==> config.mk <==
export PLATFORM = sky130hd
export DESIGN_NAME = sd_frame_rrarb_flat
export DESIGN_NICKNAME = d
export VERILOG_FILES = /design/src/rtl/sd_frame_rrarb_if.sv /design/src/rtl/sd_frame_rrarb.sv /design/src/flat_wrapper.sv
export SDC_FILE = /design/constraint.sdc
export NUM_CORES = 1
export LEC_CHECK = 0
export CAP_MARGIN = 20
export CELL_PAD_IN_SITES_DETAIL_PLACEMENT = 0
export CELL_PAD_IN_SITES_GLOBAL_PLACEMENT = 1
export CORE_ASPECT_RATIO = 0.9
export CORE_MARGIN = 8
export CORE_UTILIZATION = 32
export CTS_CLUSTER_DIAMETER = 80
export DETAILED_ROUTE_END_ITERATION = 7
export HOLD_SLACK_MARGIN = 0.02
export PLACE_DENSITY = 0.83
export SETUP_SLACK_MARGIN = 0.4
export SLEW_MARGIN = 20
export SYNTH_ARGS = -nofsm -noshare
export SYNTH_HDL_FRONTEND = slang
export SYNTH_SLANG_ARGS = --single-unit
==> constraint.sdc <==
create_clock -name clk -period 3.05 [get_ports clk]
set_input_delay 0.61 -clock clk [delete_from_list [all_inputs] [get_ports clk]]
set_output_delay 0.61 -clock clk [all_outputs]
set_load 0.1 [all_outputs]
==> src/rtl/sd_frame_rrarb_if.sv <==
// Frame-streaming bus bundle for the round-robin frame arbiter.
// The consumer-facing side carries one srdy/drdy handshake per requester
// plus frame delimiters. Requester i's data sits at c_data[i*width +: width].
// The producer-facing side carries the single arbitrated stream.
interface sd_frame_rrarb_if #(
    parameter int inputs = 4,
    parameter int width  = 8
);
    // Requester side
    logic [inputs-1:0]       c_srdy;
    logic [inputs-1:0]       c_fr_start;
    logic [inputs-1:0]       c_fr_end;
    logic [inputs*width-1:0] c_data;
    logic [inputs-1:0]       nc_drdy;

    // Downstream side
    logic                    np_srdy;
    logic                    np_fr_start;
    logic                    np_fr_end;
    logic [width-1:0]        np_data;
    logic                    p_drdy;

    // Arbiter view
    modport slave (
        input  c_srdy, c_fr_start, c_fr_end, c_data, p_drdy,
        output nc_drdy, np_srdy, np_fr_start, np_fr_end, np_data
    );

    // Environment view: drives the requesters and the downstream drain-ready
    modport master (
        output c_srdy, c_fr_start, c_fr_end, c_data, p_drdy,
        input  nc_drdy, np_srdy, np_fr_start, np_fr_end, np_data
    );
endinterface

==> src/rtl/sd_frame_rrarb.sv <==
// Round-robin frame arbiter.
// A requester wins by presenting a start beat. Its whole frame is then
// forwarded downstream. If the first beat stalls longer than g_max_count
// cycles, the frame is dropped and sunk instead. Non-start beats that
// arrive from requesters that do not hold the grant are stray data and are
// discarded.
module sd_frame_rrarb #(
    parameter int inputs = 4,
    parameter int width  = 8,
    parameter int cnt_sz = 3
) (
    input  logic              clk,
    input  logic              reset_n,
    input  logic [cnt_sz-1:0] g_max_count,
    sd_frame_rrarb_if.slave   bus,
    output logic [inputs-1:0] grant,
    output logic              drop_pulse
);

    localparam int IW = (inputs > 1) ? $clog2(inputs) : 1;

    typedef enum logic [1:0] {
        IDLE = 2'd0,   // no owner, arbitrating start beats
        WAIT = 2'd1,   // granted, first beat not yet accepted
        XFER = 2'd2,   // frame in flight downstream
        SINK = 2'd3    // frame being discarded after a timeout
    } state_t;

    state_t            state_q, state_d;
    logic [inputs-1:0] grant_q, grant_d;
    logic [IW-1:0]     gidx_q,  gidx_d;     // binary index of the grant owner
    logic [IW-1:0]     last_q,  last_d;     // last requester to finish a frame
    logic [cnt_sz-1:0] count_q, count_d;    // first-beat stall counter
    logic              drop_q,  drop_d;

    // Per-requester data lanes as an indexable array
    logic [width-1:0] lane_data [inputs];

    genvar gi;
    generate
        for (gi = 0; gi < inputs; gi++) begin : g_lane
            assign lane_data[gi] = bus.c_data[gi*width +: width];
        end
    endgenerate

    // Signals of the current grant owner
    logic             g_srdy;
    logic             g_start;
    logic             g_end;
    logic [width-1:0] g_data;

    assign g_srdy  = bus.c_srdy[gidx_q];
    assign g_start = bus.c_fr_start[gidx_q];
    assign g_end   = bus.c_fr_end[gidx_q];
    assign g_data  = lane_data[gidx_q];

    // Stray beats: valid but not a frame start. They are discarded, except
    // from the owner, whose beats are handled by the state machine.
    logic [inputs-1:0] stray;
    assign stray = bus.c_srdy & ~bus.c_fr_start;

    // Round-robin pick among requesters offering a start beat, nearest to last+1
    logic [inputs-1:0] cand;
    logic              rr_found;
    logic [IW-1:0]     rr_idx;
    logic [IW-1:0]     probe_idx;

    // Scan from the farthest offset down to the nearest; the nearest hit wins
    always_comb begin
        cand      = bus.c_srdy & bus.c_fr_start;
        rr_found  = 1'b0;
        rr_idx    = '0;
        probe_idx = '0;
        for (int k = inputs; k >= 1; k--) begin
            probe_idx = IW'((int'(last_q) + k) % inputs);
            if (cand[probe_idx]) begin
                rr_found = 1'b1;
                rr_idx   = probe_idx;
            end
        end
    end

    logic [inputs-1:0] nc_drdy_c;
    logic              np_srdy_c;
    logic              np_fr_start_c;
    logic              np_fr_end_c;
    logic              g_xfer;

    assign g_xfer = g_srdy & bus.p_drdy;

    // Next-state, grant bookkeeping and combinational handshake outputs
    always_comb begin
        state_d       = state_q;
        grant_d       = grant_q;
        gidx_d        = gidx_q;
        last_d        = last_q;
        count_d       = count_q;
        drop_d        = 1'b0;
        np_srdy_c     = 1'b0;
        np_fr_start_c = 1'b0;
        np_fr_end_c   = 1'b0;
        // grant_q is zero in IDLE, so this also covers "sink all strays" there
        nc_drdy_c     = stray & ~grant_q;

        case (state_q)
            IDLE: begin
                if (rr_found) begin
                    state_d         = WAIT;
                    gidx_d          = rr_idx;
                    grant_d         = '0;
                    grant_d[rr_idx] = 1'b1;
                    count_d         = '0;
                end
            end

            WAIT: begin
                np_srdy_c         = g_srdy;
                np_fr_start_c     = g_start;
                np_fr_end_c       = g_end;
                nc_drdy_c[gidx_q] = bus.p_drdy;
                if (g_xfer) begin
                    if (g_end) begin
                        state_d = IDLE;
                        last_d  = gidx_q;
                        grant_d = '0;
                    end else begin
                        state_d = XFER;
                    end
                end else if (g_srdy) begin
                    // Downstream stalled on the first beat: count, then drop
                    if (count_q >= g_max_count) begin
                        nc_drdy_c[gidx_q] = 1'b1;
                        drop_d            = 1'b1;
                        if (g_end) begin
                            state_d = IDLE;
                            last_d  = gidx_q;
                            grant_d = '0;
                        end else begin
                            state_d = SINK;
                        end
                    end else if (count_q != {cnt_sz{1'b1}}) begin
                        count_d = count_q + 1'b1;
                    end
                end
            end

            XFER: begin
                // Once a frame is under way it is never dropped; stalls just hold
                np_srdy_c         = g_srdy;
                np_fr_start_c     = g_start;
                np_fr_end_c       = g_end;
                nc_drdy_c[gidx_q] = bus.p_drdy;
                if (g_xfer && g_end) begin
                    state_d = IDLE;
                    last_d  = gidx_q;
                    grant_d = '0;
                end
            end

            SINK: begin
                nc_drdy_c[gidx_q] = 1'b1;
                if (g_srdy && g_end) begin
                    state_d = IDLE;
                    last_d  = gidx_q;
                    grant_d = '0;
                end
            end

            default: begin
                state_d = IDLE;
                grant_d = '0;
            end
        endcase
    end

    // State registers; reset leaves requester 0 first in line
    always_ff @(posedge clk or negedge reset_n) begin
        if (!reset_n) begin
            state_q <= IDLE;
            grant_q <= '0;
            gidx_q  <= '0;
            last_q  <= IW'(inputs - 1);
            count_q <= '0;
            drop_q  <= 1'b0;
        end else begin
            state_q <= state_d;
            grant_q <= grant_d;
            gidx_q  <= gidx_d;
            last_q  <= last_d;
            count_q <= count_d;
            drop_q  <= drop_d;
        end
    end

    assign bus.nc_drdy     = nc_drdy_c;
    assign bus.np_srdy     = np_srdy_c;
    assign bus.np_fr_start = np_fr_start_c;
    assign bus.np_fr_end   = np_fr_end_c;
    assign bus.np_data     = g_data;
    assign grant           = grant_q;
    assign drop_pulse      = drop_q;

endmodule

==> src/flat_wrapper.sv <==
// flat-port wrapper written by rule: the top's interface ports become plain ports
module sd_frame_rrarb_flat 
#(
    parameter int inputs = 4,
    parameter int width  = 8,
    parameter int cnt_sz = 3
)
  (clk, reset_n, g_max_count, grant, drop_pulse, bus_c_srdy, bus_c_fr_start, bus_c_fr_end, bus_c_data, bus_p_drdy, bus_nc_drdy, bus_np_srdy, bus_np_fr_start, bus_np_fr_end, bus_np_data);
  sd_frame_rrarb_if #(.inputs(inputs), .width(width)) bus_i ();
  input  logic clk;
  input  logic reset_n;
  input  logic [cnt_sz-1:0] g_max_count;
  output logic [inputs-1:0] grant;
  output logic drop_pulse;
  input wire logic [$bits(bus_i.c_srdy)-1:0] bus_c_srdy;
  input wire logic [$bits(bus_i.c_fr_start)-1:0] bus_c_fr_start;
  input wire logic [$bits(bus_i.c_fr_end)-1:0] bus_c_fr_end;
  input wire logic [$bits(bus_i.c_data)-1:0] bus_c_data;
  input wire logic [$bits(bus_i.p_drdy)-1:0] bus_p_drdy;
  output wire logic [$bits(bus_i.nc_drdy)-1:0] bus_nc_drdy;
  output wire logic [$bits(bus_i.np_srdy)-1:0] bus_np_srdy;
  output wire logic [$bits(bus_i.np_fr_start)-1:0] bus_np_fr_start;
  output wire logic [$bits(bus_i.np_fr_end)-1:0] bus_np_fr_end;
  output wire logic [$bits(bus_i.np_data)-1:0] bus_np_data;
  assign bus_i.c_srdy = bus_c_srdy;
  assign bus_i.c_fr_start = bus_c_fr_start;
  assign bus_i.c_fr_end = bus_c_fr_end;
  assign bus_i.c_data = bus_c_data;
  assign bus_i.p_drdy = bus_p_drdy;
  assign bus_nc_drdy = bus_i.nc_drdy;
  assign bus_np_srdy = bus_i.np_srdy;
  assign bus_np_fr_start = bus_i.np_fr_start;
  assign bus_np_fr_end = bus_i.np_fr_end;
  assign bus_np_data = bus_i.np_data;
  sd_frame_rrarb #(.inputs(inputs), .width(width), .cnt_sz(cnt_sz)) u_core (.clk(clk), .reset_n(reset_n), .g_max_count(g_max_count), .bus(bus_i), .grant(grant), .drop_pulse(drop_pulse));
endmodule
==> flow_metrics.tcl <==
set metrics [dict create \
    ys_types 47 \
    grt_first_pass_wirelength_um 7948 \
    cts_max_level 1 \
    setup_tns_ns 0 \
    syn_area_mm2 0.001455 \
    gp_congestion 0.8025 \
    crit_family "buffers and inverters" \
    pin_count 70 \
    route.detailed.drc 0 \
    rows 23 \
    async_reset_ff_frac 1.000 \
    ys.flop_type "dfrtp_1" \
    hold_viol_final 0 \
    avgRoutedWirePerCell_um 17.35 \
    port_buffers 69 \
    relSlewSlack 0.5266 \
    slowest_delay_ns 0.52 \
    rsz0062_at_grt "false" \
    dieHeight_um 79.98 \
    layout_common_cells "clkdlybuf4s50_1, buf_4, nand2_1, dfrtp_1" \
    critical_path_buf_inv_count 2 \
    cts.sinks 14 \
    critical_path.max_fanout 5 \
    cts_tree "yes" \
    ctsHoldBuffers 0 \
    viasPerCell 5.241 \
    syn_to_final_growth_pct 70.08 \
    dr.pass1.iters 4 \
    synthCells 151 \
    syn_nets 210 \
    cap_violations 0 \
    routed_wl_um 5048 \
    insertedDiodeCount 0 \
    fmax_ghz 0.3852 \
    ctsRootBufferMaster "clkbuf_8" \
    dr_total_vias 1525 \
    start_kind "input port" \
    setup_viol 0 \
    clock_skew_ns 0.001203 \
    grt.total_usage 0.1448 \
    regToRegSetupSlack_ns 0.83 \
    grt_pass1_vias 1523 \
    finalMaxSlewViolations 0 \
    synth_edf_count 0 \
    critical_path_class "in2out" \
    antenna_found_initial 0 \
    layout_commonest_cell "clkdlybuf4s50_1" \
    path_clk_slew_ns 0.06 \
    clk_latency_ns 0.25 \
    core_mm2 0.004403 \
    arrival_ns 1.99 \
    crit_required_ns 2.44 \
    ant_nets 0 \
    drt_iter0_drc 107 \
    endpoint_kind "output port" \
    ys_ff_latch 14 \
    slowest_stage "mux4_1" \
    clockBufferDepth 2 \
    dieWidth_um 87.08 \
    crit_chain "clkdlybuf4s50_1 -> mux4_1 -> and2_1 -> buf_12" \
    layout-drive-gt1-share 0.3231 \
    worst_pin_slew_ns 0.7079 \
    ys_seq_area_frac 0.2425 \
    initial_core_util 0.3305 \
    grt_max_degree 22 \
    syn_area_per_cell_um2 9.637 \
    finalCritPeriodShare 0.8511 \
    ys_warn_count 0 \
    hp-class "reg2reg" \
    finalCriticalPeriod_ns 2.596 \
    numCtsBuffers 3 \
    die-area_mm2 0.006964 \
    nets 289 \
    dpl.hpwl_um 3906 \
    status "finished clean" \
    gr-total-overflow 0 \
]
==> synth_stat cells, types with 5 or more instances <==
cell type	instances	area [µm²]
nand2_1	16	60.06
a21oi_1	12	60.06
dfrtp_1	12	300.3
ha_1	9	112.6
inv_1	9	33.78
mux4_1	6	157.7
nor2_1	6	22.52
mux2i_1	5	50.05
==> worst paths after layout <==
kind,cells past startpoint,endpoint,start
hold / removal,2,u_core.count_q[0],u_core.count_q[0]
max in group asynchronous,1,u_core.count_q[2],reset_n
setup / recovery,4,bus_np_fr_start,bus_c_fr_start[1]
setup reg to reg,8,u_core.last_q[1],u_core.state_q[0]
min in group asynchronous,1,u_core.drop_pulse,reset_n
hold reg to reg,2,u_core.count_q[0],u_core.count_q[0]
==> cell type report <==
class                      instances  area [µm²]
fill                             394        1928
multi-input combinational        119        1127
timing repair buffer              82       823.3
sequential                        14       354.1
tap                               62       77.57
clock buffer                       4       55.05
inverter                          10       37.54
==> what timing repair did <==
item,in CTS,in global routing
cloned,0,0
resized for setup,39,3
pin swaps,9,1
endpoints found under the setup margin,5,4
buffers inserted,3,0
==> kinds of logic after synthesis <==
family | Yosys count | synth area share
flip-flops | 14 | 0.2425
AND/OR/NAND/NOR | 49 | 0.1883
AO/OA/AOI/OAI | 40 | 0.1806
adder cells (fa/ha/maj) | 9 | 0.07739
multiplexers | 21 | 0.2588
buffers and inverters | 18 | 0.05244
==> routing by layer <==
layer / GRT usage / vias to the layer above / wire length, µm
li1: - / 736 / -
met1: 0.1888 / 719 / 2407
met2: 0.2340 / 64 / 2194
met3: 0.03395 / 6 / 387
met4: 0.03608 / 0 / 58
met5: 0 / - / 0
==> stage by stage <==
stage | util | setup WS [ns] | instances | hold WS, ns | area [µm²]
global placement | 0.5345 | 0.05400 | 284 | 0.5000 | 2354
floorplan | - | 0.4743 | 151 | 0.3144 | 1511
finish | 0.5621 | 0.4541 | 291 | 0.5391 | 2475
CTS | 0.5612 | 0.4039 | 291 | 0.5287 | 2471
detailed placement | 0.5345 | 0.01224 | 284 | 0.5129 | 2354
global route | 0.5621 | 0.4093 | 291 | 0.5822 | 2475
==> worst register-to-register path: cells and delay by family (launching register included) <==
kind	cells	cell delay [ns]
buffers and inverters	1	0.09
flip-flops	1	0.37
AND/OR/NAND/NOR	3	0.78
adder cells (fa/ha/maj)	1	0.30
multiplexers	1	0.36
AO/OA/AOI/OAI	2	0.26
==> flip-flops by register name, summed over array words and instances, names as in the netlist <==
name               cells
u_core.last_q          2
u_core.grant           4
u_core.drop_pulse      1
u_core.count_q         3
u_core.state_q         2
u_core.gidx_q          2
Power is left out: the tool's default activity adds up to more than one toggle a clock period on the data nets, which glitch-free logic cannot reach.
